File: config.mk
export PLATFORM = sky130hd
export DESIGN_NAME = mxint8_block_loader
export DESIGN_NICKNAME = d
export VERILOG_FILES = /design/src/rtl/mxint8_block_loader.sv
export SDC_FILE = /design/constraint.sdc
export NUM_CORES = 1
export LEC_CHECK = 0
export CORE_ASPECT_RATIO = 1.4
export CORE_UTILIZATION = 25
export CTS_CLUSTER_DIAMETER = 200
export DETAILED_ROUTE_END_ITERATION = 8
export PLACE_DENSITY = 0.54
export SKIP_CTS_REPAIR_TIMING = 1
export SLEW_MARGIN = 10
export SYNTH_ARGS = -nofsm -noshare
export SYNTH_HDL_FRONTEND = slang
export SYNTH_SLANG_ARGS = --single-unit
File: constraint.sdc
create_clock -name clk -period 6.1 [get_ports clk]
set_input_delay 1.22 -clock clk [delete_from_list [all_inputs] [get_ports clk]]
set_output_delay 1.22 -clock clk [all_outputs]
set_load 0.05 [all_outputs]
File: src/rtl/mxint8_block_loader.sv
// Byte-serial to block-parallel MXINT8 assembler: one scale byte then BLOCK_SIZE
// element bytes per block, presented on a registered valid/ready output.
module mxint8_block_loader #(
  parameter int BLOCK_SIZE = 32,
  localparam int SCALE_WIDTH = 8,
  localparam int MXINT8_ELEMENT_WIDTH = 8
) (
  input  logic                                                 clk,
  input  logic                                                 rst_n,
  input  logic                                                 i_valid,
  output logic                                                 o_ready,
  input  logic [7:0]                                           i_data,
  input  logic                                                 i_sof,
  output logic                                                 o_valid,
  input  logic                                                 i_ready,
  output logic [SCALE_WIDTH-1:0]                               o_scale,
  output logic [BLOCK_SIZE-1:0][MXINT8_ELEMENT_WIDTH-1:0]      o_mxint8_elements,
  output logic                                                 o_frame_err
);

  localparam int CNT_W = $clog2(BLOCK_SIZE);
  localparam logic [CNT_W-1:0] CNT_LAST = CNT_W'(BLOCK_SIZE - 1);

  typedef enum logic [1:0] {IDLE, COLLECT, FULL} state_t;

  state_t                                            state;
  state_t                                            state_next;
  logic [CNT_W-1:0]                                  cnt;
  logic [SCALE_WIDTH-1:0]                            shadow_scale;
  logic [BLOCK_SIZE-1:0][MXINT8_ELEMENT_WIDTH-1:0]   shadow_elems;
  logic                                              accept;
  logic                                              last_elem;
  logic                                              load;

  // Ready depends on state only, so no input reaches o_ready combinationally.
  assign o_ready   = (state != FULL);
  assign accept    = i_valid && o_ready;
  assign last_elem = (cnt == CNT_LAST);
  assign load      = (state == FULL) && (!o_valid || i_ready);

  always_ff @(posedge clk or negedge rst_n) begin
    if (!rst_n) begin
      state <= IDLE;
    end else begin
      state <= state_next;
    end
  end

  always_comb begin
    state_next = state;
    case (state)
      IDLE:    if (accept && i_sof) state_next = COLLECT;
      COLLECT: if (accept && !i_sof && last_elem) state_next = FULL;
      FULL:    if (load) state_next = IDLE;
      default: state_next = IDLE;
    endcase
  end

  // A scale byte always restarts the block; it is only an error mid-block,
  // while an element with no scale ahead of it is dropped and flagged.
  always_ff @(posedge clk or negedge rst_n) begin
    if (!rst_n) begin
      cnt          <= '0;
      shadow_scale <= '0;
      shadow_elems <= '0;
      o_frame_err  <= 1'b0;
    end else begin
      o_frame_err <= 1'b0;
      if (accept) begin
        if (i_sof) begin
          shadow_scale <= i_data;
          cnt          <= '0;
          if (state == COLLECT) o_frame_err <= 1'b1;
        end else if (state == COLLECT) begin
          shadow_elems[cnt] <= i_data;
          cnt               <= last_elem ? '0 : cnt + 1'b1;
        end else begin
          o_frame_err <= 1'b1;
        end
      end
    end
  end

  // A load in the same cycle as a downstream handshake keeps o_valid high.
  always_ff @(posedge clk or negedge rst_n) begin
    if (!rst_n) begin
      o_valid           <= 1'b0;
      o_scale           <= '0;
      o_mxint8_elements <= '0;
    end else if (load) begin
      o_valid           <= 1'b1;
      o_scale           <= shadow_scale;
      o_mxint8_elements <= shadow_elems;
    end else if (o_valid && i_ready) begin
      o_valid <= 1'b0;
    end
  end

endmodule
==> results of run 1 <==
-- layout by cell type, fill, tap and decap left out, types with 2 or more instances in the layout --
cell	Yosys	final
dfrtp_1	537	537
mux2_2	520	520
clkdlybuf4s50_1	0	270
clkbuf_16	0	55
buf_4	4	19
nand4_4	11	11
clkbuf_8	0	11
clkinv_2	0	10
nand4b_4	8	8
mux2_1	8	8
buf_2	18	8
clkbuf_1	24	7
nand2_1	7	6
ha_1	6	6
bufinv_16	0	6
buf_12	1	6
inv_6	0	5
inv_1	4	4
nand2b_1	4	4
nand4b_2	4	4
o21ai_0	4	4
clkinvlp_4	0	4
nor2_1	3	3
nor3_4	3	3
o31ai_1	3	3
nor2b_1	4	2
nor2b_2	0	2
nor4b_4	2	2
nand3_2	2	2
a31o_2	2	2
-- area by class of cell --
class	instances	area [sq um]
Antenna cell	1	2.50
Tap cell	1079	1350
Multi-Input combinational cell	607	6940
Timing Repair Buffer	304	3020
Clock inverter	26	313
Clock buffer	73	1550
Sequential cell	537	13400
Inverter	5	18.8
Fill cell	8114	56300
-- worst min-delay path by stage --
stage / startpoint / end / slack, ns / depth (start not counted)
2_1_floorplan: state[1] / state[0] / 0.45 / 1
6_report: shadow_elems[239] / o_mxint8_elements[239] / 0.49 / 1
4_1_cts: shadow_elems[239] / o_mxint8_elements[239] / 0.49 / 1
3_5_place_dp: shadow_elems[77] / shadow_elems[77] / 0.48 / 1
5_1_grt: shadow_elems[239] / o_mxint8_elements[239] / 0.50 / 1
3_3_place_gp: shadow_elems[74] / shadow_elems[74] / 0.47 / 1
-- per-stage QoR --
| step | worst slack (ns) | cell area, sq um | cells | total power (W) |
|---|---|---|---|---|
| floorplan | 3.49 | 20900 | 1219 | 0.00407 |
| global placement | 2.37 | 24800 | 2532 | 0.00424 |
| detailed placement | 2.30 | 24800 | 2532 | 0.00427 |
| CTS | 2.15 | 26600 | 2631 | 0.00783 |
| global route | 2.00 | 26600 | 2631 | 0.00800 |
| finish | 2.16 | 26600 | 2632 | 0.00767 |
-- layer usage --
metal,part of all wire [%],vias up,track usage (%)
met3,4.4,70,2.57
met4,2.8,0,4.59
met5,0,-,0
li1,-,4934,-
met2,52,255,22.9
met1,41,6056,15.5
-- power by group through the flow --
stage          Combinational [W]  Clock [W]  Sequential [W]
2_1_floorplan           0.000226          0         0.00384
3_3_place_gp            0.000382          0         0.00386
3_5_place_dp            0.000396          0         0.00387
4_1_cts                 0.000397    0.00363         0.00381
5_1_grt                 0.000423    0.00375         0.00382
6_report                0.000380    0.00349         0.00381
-- worst max-delay path, stage by stage, from the launching register on --
cell and delay, ns:
dfrtp_1 0.43, nor2b_1 0.47, clkinv_1 0.38, clkdlybuf4s50_1 0.82
-- flip-flops by register name (all words and copies together) (netlist names) --
| signal | cells |
|---|---|
| cnt | 5 |
| shadow_elems | 256 |
| o_valid | 1 |
| o_scale | 8 |
| state | 2 |
| o_mxint8_elements | 256 |
| shadow_scale | 8 |
| o_frame_err | 1 |
-- cell families (layout without fill, tap and decap cells) --
group / after synthesis / in the layout
simple gates: 60 / 60
fa+ha+maj: 6 / 6
flops: 537 / 537
mux: 528 / 528
buf+inv: 75 / 408
other cells: 0 / 1
compound gates: 13 / 13
==> impl_metrics.py, run 1 <==
metrics = {
    "power": {
        "p_leak_nw": 13.1,
        "vdd_drop_max_mv": 0.182,
        "clockPowerShare_pct": 45.4,
        "switching_share_pct": 22.8,
        "combPwrFrac_pct": 5.0,
        "p_int_w": 0.00592,
        "p_switching_w": 0.00175,
        "p_seq_share_pct": 49.6,
        "power_density_nw_per_um2": 288,
    },
    "clocking": {
        "clock-sinks": 537,
        "root_buffer": "clkbuf_16",
        "cts_buffer_depth": 3,
        "h-tree-depth": 2,
        "clk-insertion-delay-late_ns": 0.61,
        "cts_buffers": 55,
        "clkTransAtPathRegs_ns": 0.06,
        "cts_tree": "built",
    },
    "synthesis": {
        "ys_seq_elements": 537,
        "synth_fa_ha_area_share_pct": 0.360,
        "synthMuxAreaShare_pct": 28.5,
        "synth_edf_count": 0,
        "avgSynthCellArea_sq_um": 17.1,
        "synth_commonest_cells": "dfrtp_1, mux2_2, clkbuf_1",
        "synth.top_cell.area_share_pct": 64.4,
        "synthTopCellsByArea": "dfrtp_1, mux2_2, buf_6",
        "synth-main-ff-cell": "dfrtp_1",
        "synthArstFlopShare_pct": 100,
        "syn_area_sq_um": 20900,
        "ys_seq_area_share_pct": 64.4,
        "synth-compound-area-share_pct": 0.426,
        "yosys.cell_types.count": 41,
        "synth-xor-area-share_pct": 0,
        "synth.largest_area_cell": "dfrtp_1",
        "ys_warn_count": 0,
        "syn_inst": 1219,
        "yosys.area_share.simple_pct": 3.89,
        "yosysMostFrequentCell": "dfrtp_1",
        "syn-num-nets": 1238,
        "synth_top_family_by_area": "multiplexers",
    },
    "drt": {
        "dr.pass1.iters": 4,
        "drc_errors": 0,
        "drt-total-wl_um": 54500,
        "vias": 11300,
        "drt-wirelength-per-cell_um": 20.7,
        "postRouteAntennaNets": 0,
        "drt-vias-per-instance": 4.30,
        "drt-initial-drc-count": 445,
    },
    "place": {
        "port_buffers": 279,
        "gp_congestion": 0.711,
        "dp.final_hpwl_um": 34500,
    },
    "setup_path": {
        "r2r-end": "o_mxint8_elements[161]",
        "critPathCaptureType": "output port",
        "r2r_start": "state[0]",
        "crit_path_start": "state[0]",
        "crit_type": "reg -> out",
        "crit_required_ns": 4.88,
        "cp-start-kind": "flip-flop",
        "reg2reg_slack_ns": 3.55,
        "crit_fanout": 7,
        "cp.arrival_ns": 2.72,
        "reg2reg_depth": 4,
        "endpoint": "o_ready",
    },
    "timing": {
        "tns_ns": 0,
        "rsz0062_at_grt": "no",
        "fin_crit_ns": 3.94,
        "final-hold-violation-count": 0,
        "setup_viol": 0,
        "finalCritPeriodShare_pct": 64.6,
        "worst_clock_skew_ns": 0.0262,
        "relSlewSlack_pct": 40.0,
        "slew_violations": 0,
        "worst_pin_slew_ns": 0.900,
        "hold_slack_ns": 0.489,
        "max_freq_mhz": 254,
    },
    "floorplanning": {
        "row_count": 125,
        "dieArea_sq_um": 84700,
        "dieWidth_um": 246,
        "die_h_um": 344,
        "io_pins": 280,
        "core_sq_um": 82900,
        "start_util_pct": 25.2,
    },
    "layout": {
        "final_nets": 1529,
        "syn2layout_area_growth_pct": 27.6,
        "drive_above_1_share_pct": 44.3,
        "final_util_pct": 32.1,
    },
    "run_status": {
        "outcome": "finished, final reports clean",
    },
    "global_routing": {
        "grt_pass1_wl_um": 81200,
        "grt_remaining_overflow": 0,
        "grt_pass1_vias": 12200,
        "grtUsageTotal_pct": 13.0,
        "grt_max_degree": 143,
        "grt_antenna_before_repair": 2,
    },
    "min_path": {
        "min-delay-path-class": "reg -> reg",
    },
    "job": {
        "drv_cap": 0,
    },
}
(Power assumes the default switching activity.)
==> run 2: changes to the inputs <==
==> constraint.sdc (replaced) <==
create_clock -name clk -period 3.7 [get_ports clk]
set_input_delay 0.74 -clock clk [delete_from_list [all_inputs] [get_ports clk]]
set_output_delay 0.74 -clock clk [all_outputs]
set_load 0.05 [all_outputs]
==> impl_metrics.py, run 2 (synthesis results as in run 1) <==
metrics = {
    "floorplanning": {
        "dieWidth_um": 246,
        "io_pins": 280,
        "core_sq_um": 82900,
        "start_util_pct": 25.2,
        "die_h_um": 344,
        "row_count": 125,
        "dieArea_sq_um": 84700,
    },
    "timing": {
        "finalCritPeriodShare_pct": 91.5,
        "slew_violations": 0,
        "worst_pin_slew_ns": 1.08,
        "fin_crit_ns": 3.38,
        "relSlewSlack_pct": 27.9,
        "max_freq_mhz": 295,
        "rsz0062_at_grt": "no",
        "worst_clock_skew_ns": 0.0113,
        "final-hold-violation-count": 0,
        "setup_viol": 0,
        "tns_ns": 0,
    },
    "global_routing": {
        "grt_remaining_overflow": 0,
        "grt_antenna_before_repair": 2,
        "grtUsageTotal_pct": 13.2,
        "grt_max_degree": 95,
        "grt_pass1_vias": 12400,
        "grt_pass1_wl_um": 82600,
    },
    "power": {
        "power_density_nw_per_um2": 469,
        "p_leak_nw": 13.2,
        "vdd_drop_max_mv": 0.346,
        "total_power_w": 0.0126,
    },
    "layout": {
        "final_cells": 2657,
        "drive_above_1_share_pct": 45.1,
        "mostFrequentLayoutCells": "dfrtp_1, mux2_2, clkdlybuf4s50_1, clkbuf_16, buf_4",
        "final_nets": 1551,
        "antennaDiodeCount": 0,
        "syn2layout_area_growth_pct": 28.9,
        "top_regs": "o_mxint8_elements x256, shadow_elems x256",
        "final_common_cell": "dfrtp_1",
    },
    "place": {
        "gp_congestion": 0.741,
        "place_inst": 2554,
        "dp.final_hpwl_um": 36900,
        "port_buffers": 279,
    },
    "clocking": {
        "cts_tree": "built",
        "clock-sinks": 537,
        "cts_buffers": 55,
        "clk-insertion-delay-late_ns": 0.60,
        "root_buffer": "clkbuf_16",
        "h-tree-depth": 2,
        "cts_buffer_depth": 3,
        "clkTransAtPathRegs_ns": 0.06,
    },
    "setup_path": {
        "crit_type": "reg -> out",
        "reg2reg_slack_ns": 1.32,
        "path_cells": "nor2b_1, clkinv_1, clkdlybuf4s50_1",
        "cpMaxStageDelayCell": "clkdlybuf4s50_1",
        "reg2reg_depth": 3,
        "crit_fanout": 7,
        "r2r_start": "cnt[3]",
        "critPathCaptureType": "output port",
        "r2r-end": "shadow_elems[98]",
        "crit_required_ns": 2.96,
        "cp.arrival_ns": 2.64,
        "critPathMaxStageDelay_ns": 0.80,
        "cp-start-kind": "flip-flop",
    },
    "run_status": {
        "outcome": "finished, final reports clean",
    },
    "drt": {
        "postRouteAntennaNets": 0,
        "dr.pass1.iters": 4,
        "drc_errors": 0,
        "drt-initial-drc-count": 360,
        "vias": 11300,
        "drt-vias-per-instance": 4.27,
        "drt-total-wl_um": 55200,
        "drt-wirelength-per-cell_um": 20.8,
    },
    "job": {
        "drv_cap": 0,
    },
    "min_path": {
        "min-delay-path-class": "in -> async",
    },
}
==> run 2: changes by cell type in the layout (fill, tap and decap cells not counted) <==
cell,delta
buf_12,+8
buf_4,+14
bufinv_16,-1
clkbuf_1,+2
clkbuf_16,+2
clkbuf_8,-4
clkinv_2,+6
clkinv_4,+2
clkinv_8,+1
clkinvlp_4,-1
diode_2,-1
inv_6,-4
inv_8,+1
==> run 2: through the flow <==
step	util (%)	area [sq um]	hold WS (ns)	worst slack, ns
after floorplan	-	20900	0.444	1.57
after global placement	30.2	25000	0.472	0.671
after detailed placement	30.2	25000	0.487	0.568
after CTS	32.5	26900	0.253	0.268
after global routing	32.5	26900	0.274	0.0933
final	32.5	26900	0.232	0.316
==> run 2: layout make-up <==
class / count / area (sq um)
Clock buffer: 73 / 1560
Clock inverter: 30 / 315
Fill cell: 8171 / 56000
Inverter: 5 / 18.8
Multi-Input combinational cell: 607 / 6940
Sequential cell: 537 / 13400
Tap cell: 1079 / 1350
Timing Repair Buffer: 326 / 3290
==> run 2: critical path: cells and delay by family, from the launching register on <==
family                 cells  cell delay (ns)
buffers and inverters      2             1.16
and+or+nand+nor            1             0.44
DFF                        1             0.44
==> run 2: report_power, final <==
group          internal, W  switching (W)
Clock              0.00332        0.00237
Sequential         0.00614       0.000140
Combinational     0.000271       0.000368
==> run 2: how the worst max path moves through the flow <==
stage                   from           endpoint  slack [ns]  depth (start not counted)
floorplan              i_sof  shadow_elems[100]        1.57                          5
global placement       i_sof   shadow_elems[13]        0.67                          5
detailed placement     i_sof    shadow_elems[9]        0.57                          5
CTS                 state[0]            o_ready        0.27                          3
global route        state[1]            o_ready        0.09                          3
finish              state[0]            o_ready        0.32                          3
==> run 2: routing by layer <==
layer  vias to the layer above  wire length, um  track usage (%)
met5                         -                0                0
met4                         0             1230             3.91
met3                        73             2110             2.38
met2                       209            28900             23.3
met1                      6068            22900             16.2
li1                       4993                -                -
==> run 3: changes to the inputs <==
--- a/config.mk
+++ b/config.mk
@@ -7,7 +7,6 @@
 export LEC_CHECK = 0
 export CORE_ASPECT_RATIO = 1.4
 export CORE_UTILIZATION = 25
-export CTS_CLUSTER_DIAMETER = 200
 export DETAILED_ROUTE_END_ITERATION = 8
 export PLACE_DENSITY = 0.54
 export SKIP_CTS_REPAIR_TIMING = 1
==> constraint.sdc (replaced) <==
create_clock -name clk -period 3.8 [get_ports clk]
set_input_delay 0.76 -clock clk [delete_from_list [all_inputs] [get_ports clk]]
set_output_delay 0.76 -clock clk [all_outputs]
set_load 0.05 [all_outputs]
==> impl_metrics.py, run 3 (synthesis results as in run 1) <==
metrics = {
    "run_status": {
        "outcome": "finished, final reports clean",
    },
    "timing": {
        "worst_clock_skew_ns": 0.0221,
        "layout_setup_ws_ns": 0.353,
        "setup_viol": 0,
        "rsz0062_at_grt": "no",
        "relSlewSlack_pct": 31.0,
        "hold_slack_ns": 0.150,
        "max_freq_mhz": 290,
        "worst_pin_slew_ns": 1.04,
        "finalCritPeriodShare_pct": 90.7,
        "fin_crit_ns": 3.45,
        "final-hold-violation-count": 0,
        "slew_violations": 0,
        "tns_ns": 0,
    },
    "floorplanning": {
        "die_h_um": 344,
        "start_util_pct": 25.2,
        "io_pins": 280,
        "dieArea_sq_um": 84700,
        "row_count": 125,
        "dieWidth_um": 246,
        "core_sq_um": 82900,
    },
    "power": {
        "power_density_nw_per_um2": 463,
        "total_power_w": 0.0124,
        "vdd_drop_max_mv": 0.322,
        "switching_share_pct": 23.1,
        "p_int_w": 0.00955,
        "clockPowerShare_pct": 45.7,
        "p_switching_w": 0.00288,
        "p_leak_nw": 13.2,
        "p_seq_share_pct": 49.3,
        "combPwrFrac_pct": 5.0,
    },
    "place": {
        "dp.final_hpwl_um": 37400,
        "port_buffers": 279,
        "place_inst": 2550,
        "dpl_worst_slack_ns": 0.715,
        "gp_congestion": 0.742,
    },
    "setup_path": {
        "crit_path_start": "state[0]",
        "crit_type": "reg -> out",
        "r2r_start": "cnt[3]",
        "cp-start-kind": "flip-flop",
        "crit_fanout": 7,
        "crit_required_ns": 3.04,
        "r2r-end": "shadow_elems[97]",
        "reg2reg_depth": 3,
        "critPathCaptureType": "output port",
        "cp.arrival_ns": 2.69,
        "reg2reg_slack_ns": 1.38,
    },
    "clocking": {
        "clkTransAtPathRegs_ns": 0.06,
        "cts_buffers": 56,
        "clk-insertion-delay-late_ns": 0.62,
        "clock-sinks": 537,
        "cts_tree": "built",
        "cts_buffer_depth": 3,
        "h-tree-depth": 2,
        "root_buffer": "clkbuf_16",
    },
    "layout": {
        "final_cells": 2652,
        "top_regs": "o_mxint8_elements x256, shadow_elems x256",
        "final_nets": 1548,
        "n_fill_cell": 8103,
        "syn2layout_area_growth_pct": 28.6,
        "final_common_cell": "dfrtp_1",
        "mostFrequentLayoutCells": "dfrtp_1, mux2_2, clkdlybuf4s50_1, clkbuf_16, buf_4",
        "drive_above_1_share_pct": 44.8,
    },
    "global_routing": {
        "grt_pass1_vias": 12400,
        "met1_usage_pct": 16.1,
        "top_usage_layer": "met2",
        "grt_pass1_wl_um": 83400,
        "use_met2_pct": 23.6,
        "grt_util_met3_pct": 2.43,
        "grtUsageTotal_pct": 13.4,
        "grt_max_degree": 119,
        "grt_remaining_overflow": 0,
        "grt_antenna_before_repair": 0,
    },
    "drt": {
        "drt-initial-drc-count": 418,
        "drt-total-wl_um": 56000,
        "dr.pass1.iters": 4,
        "vias": 11400,
        "drc_errors": 0,
        "drt-vias-per-instance": 4.29,
        "drt-wirelength-per-cell_um": 21.1,
        "postRouteAntennaNets": 0,
    },
    "min_path": {
        "min-delay-path-class": "in -> async",
    },
    "job": {
        "drv_cap": 0,
    },
}
## run 3: cell types whose count changed in the layout (fill, tap and decap cells not counted), sizes merged
cell	delta
clkinv	-9
inv	+5
buf	-4
bufinv	+1
clkbuf	+1
diode	+1
## run 3: critical path: stages (launching register included)
cell and delay [ns]:
dfrtp_1 0.43, nor2b_1 0.47, clkinv_1 0.39, clkdlybuf4s50_1 0.79
## run 3: per-stage QoR
step / util (%) / instance area (sq um)
final: 32.4 / 26900
after global routing: 32.4 / 26800
after CTS: 32.4 / 26800
after detailed placement: 30.1 / 24900
after global placement: 30.1 / 24900
after floorplan: - / 20900
## run 3: worst max-delay path by stage
stage / slack (ns) / endpoint / depth (start not counted)
after detailed placement: 0.71 / shadow_elems[26] / 5
after floorplan: 1.65 / shadow_elems[100] / 5
after global routing: 0.12 / o_ready / 3
after global placement: 0.77 / shadow_elems[27] / 5
after CTS: 0.30 / o_ready / 3
final: 0.35 / o_ready / 3
## run 3: per-layer routing
metal,up-vias,part of all wire [%],routed length [um]
met2,221,52,29300
met1,6087,41,22900
met4,0,3.0,1670
met3,87,3.8,2130
met5,-,0,0
li1,4982,-,-
## run 3: area by class of cell
cell class	count	area (sq um)	area share, %
Sequential cell	537	13400	50.0
Multi-Input combinational cell	607	6940	25.8
Timing Repair Buffer	322	3190	11.9
Clock buffer	74	1560	5.81
Tap cell	1079	1350	5.03
Clock inverter	27	352	1.31
Inverter	5	18.8	0.0699
Antenna cell	1	2.50	0.00932
## run 3: power by group through the flow
stage                     Combinational [W]  Clock, W  Sequential [W]
after global routing               0.000692   0.00611         0.00615
final                              0.000620   0.00568         0.00613
after global placement             0.000628         0         0.00622
after detailed placement           0.000647         0         0.00624
after floorplan                    0.000362         0         0.00617
after CTS                          0.000647   0.00590         0.00613
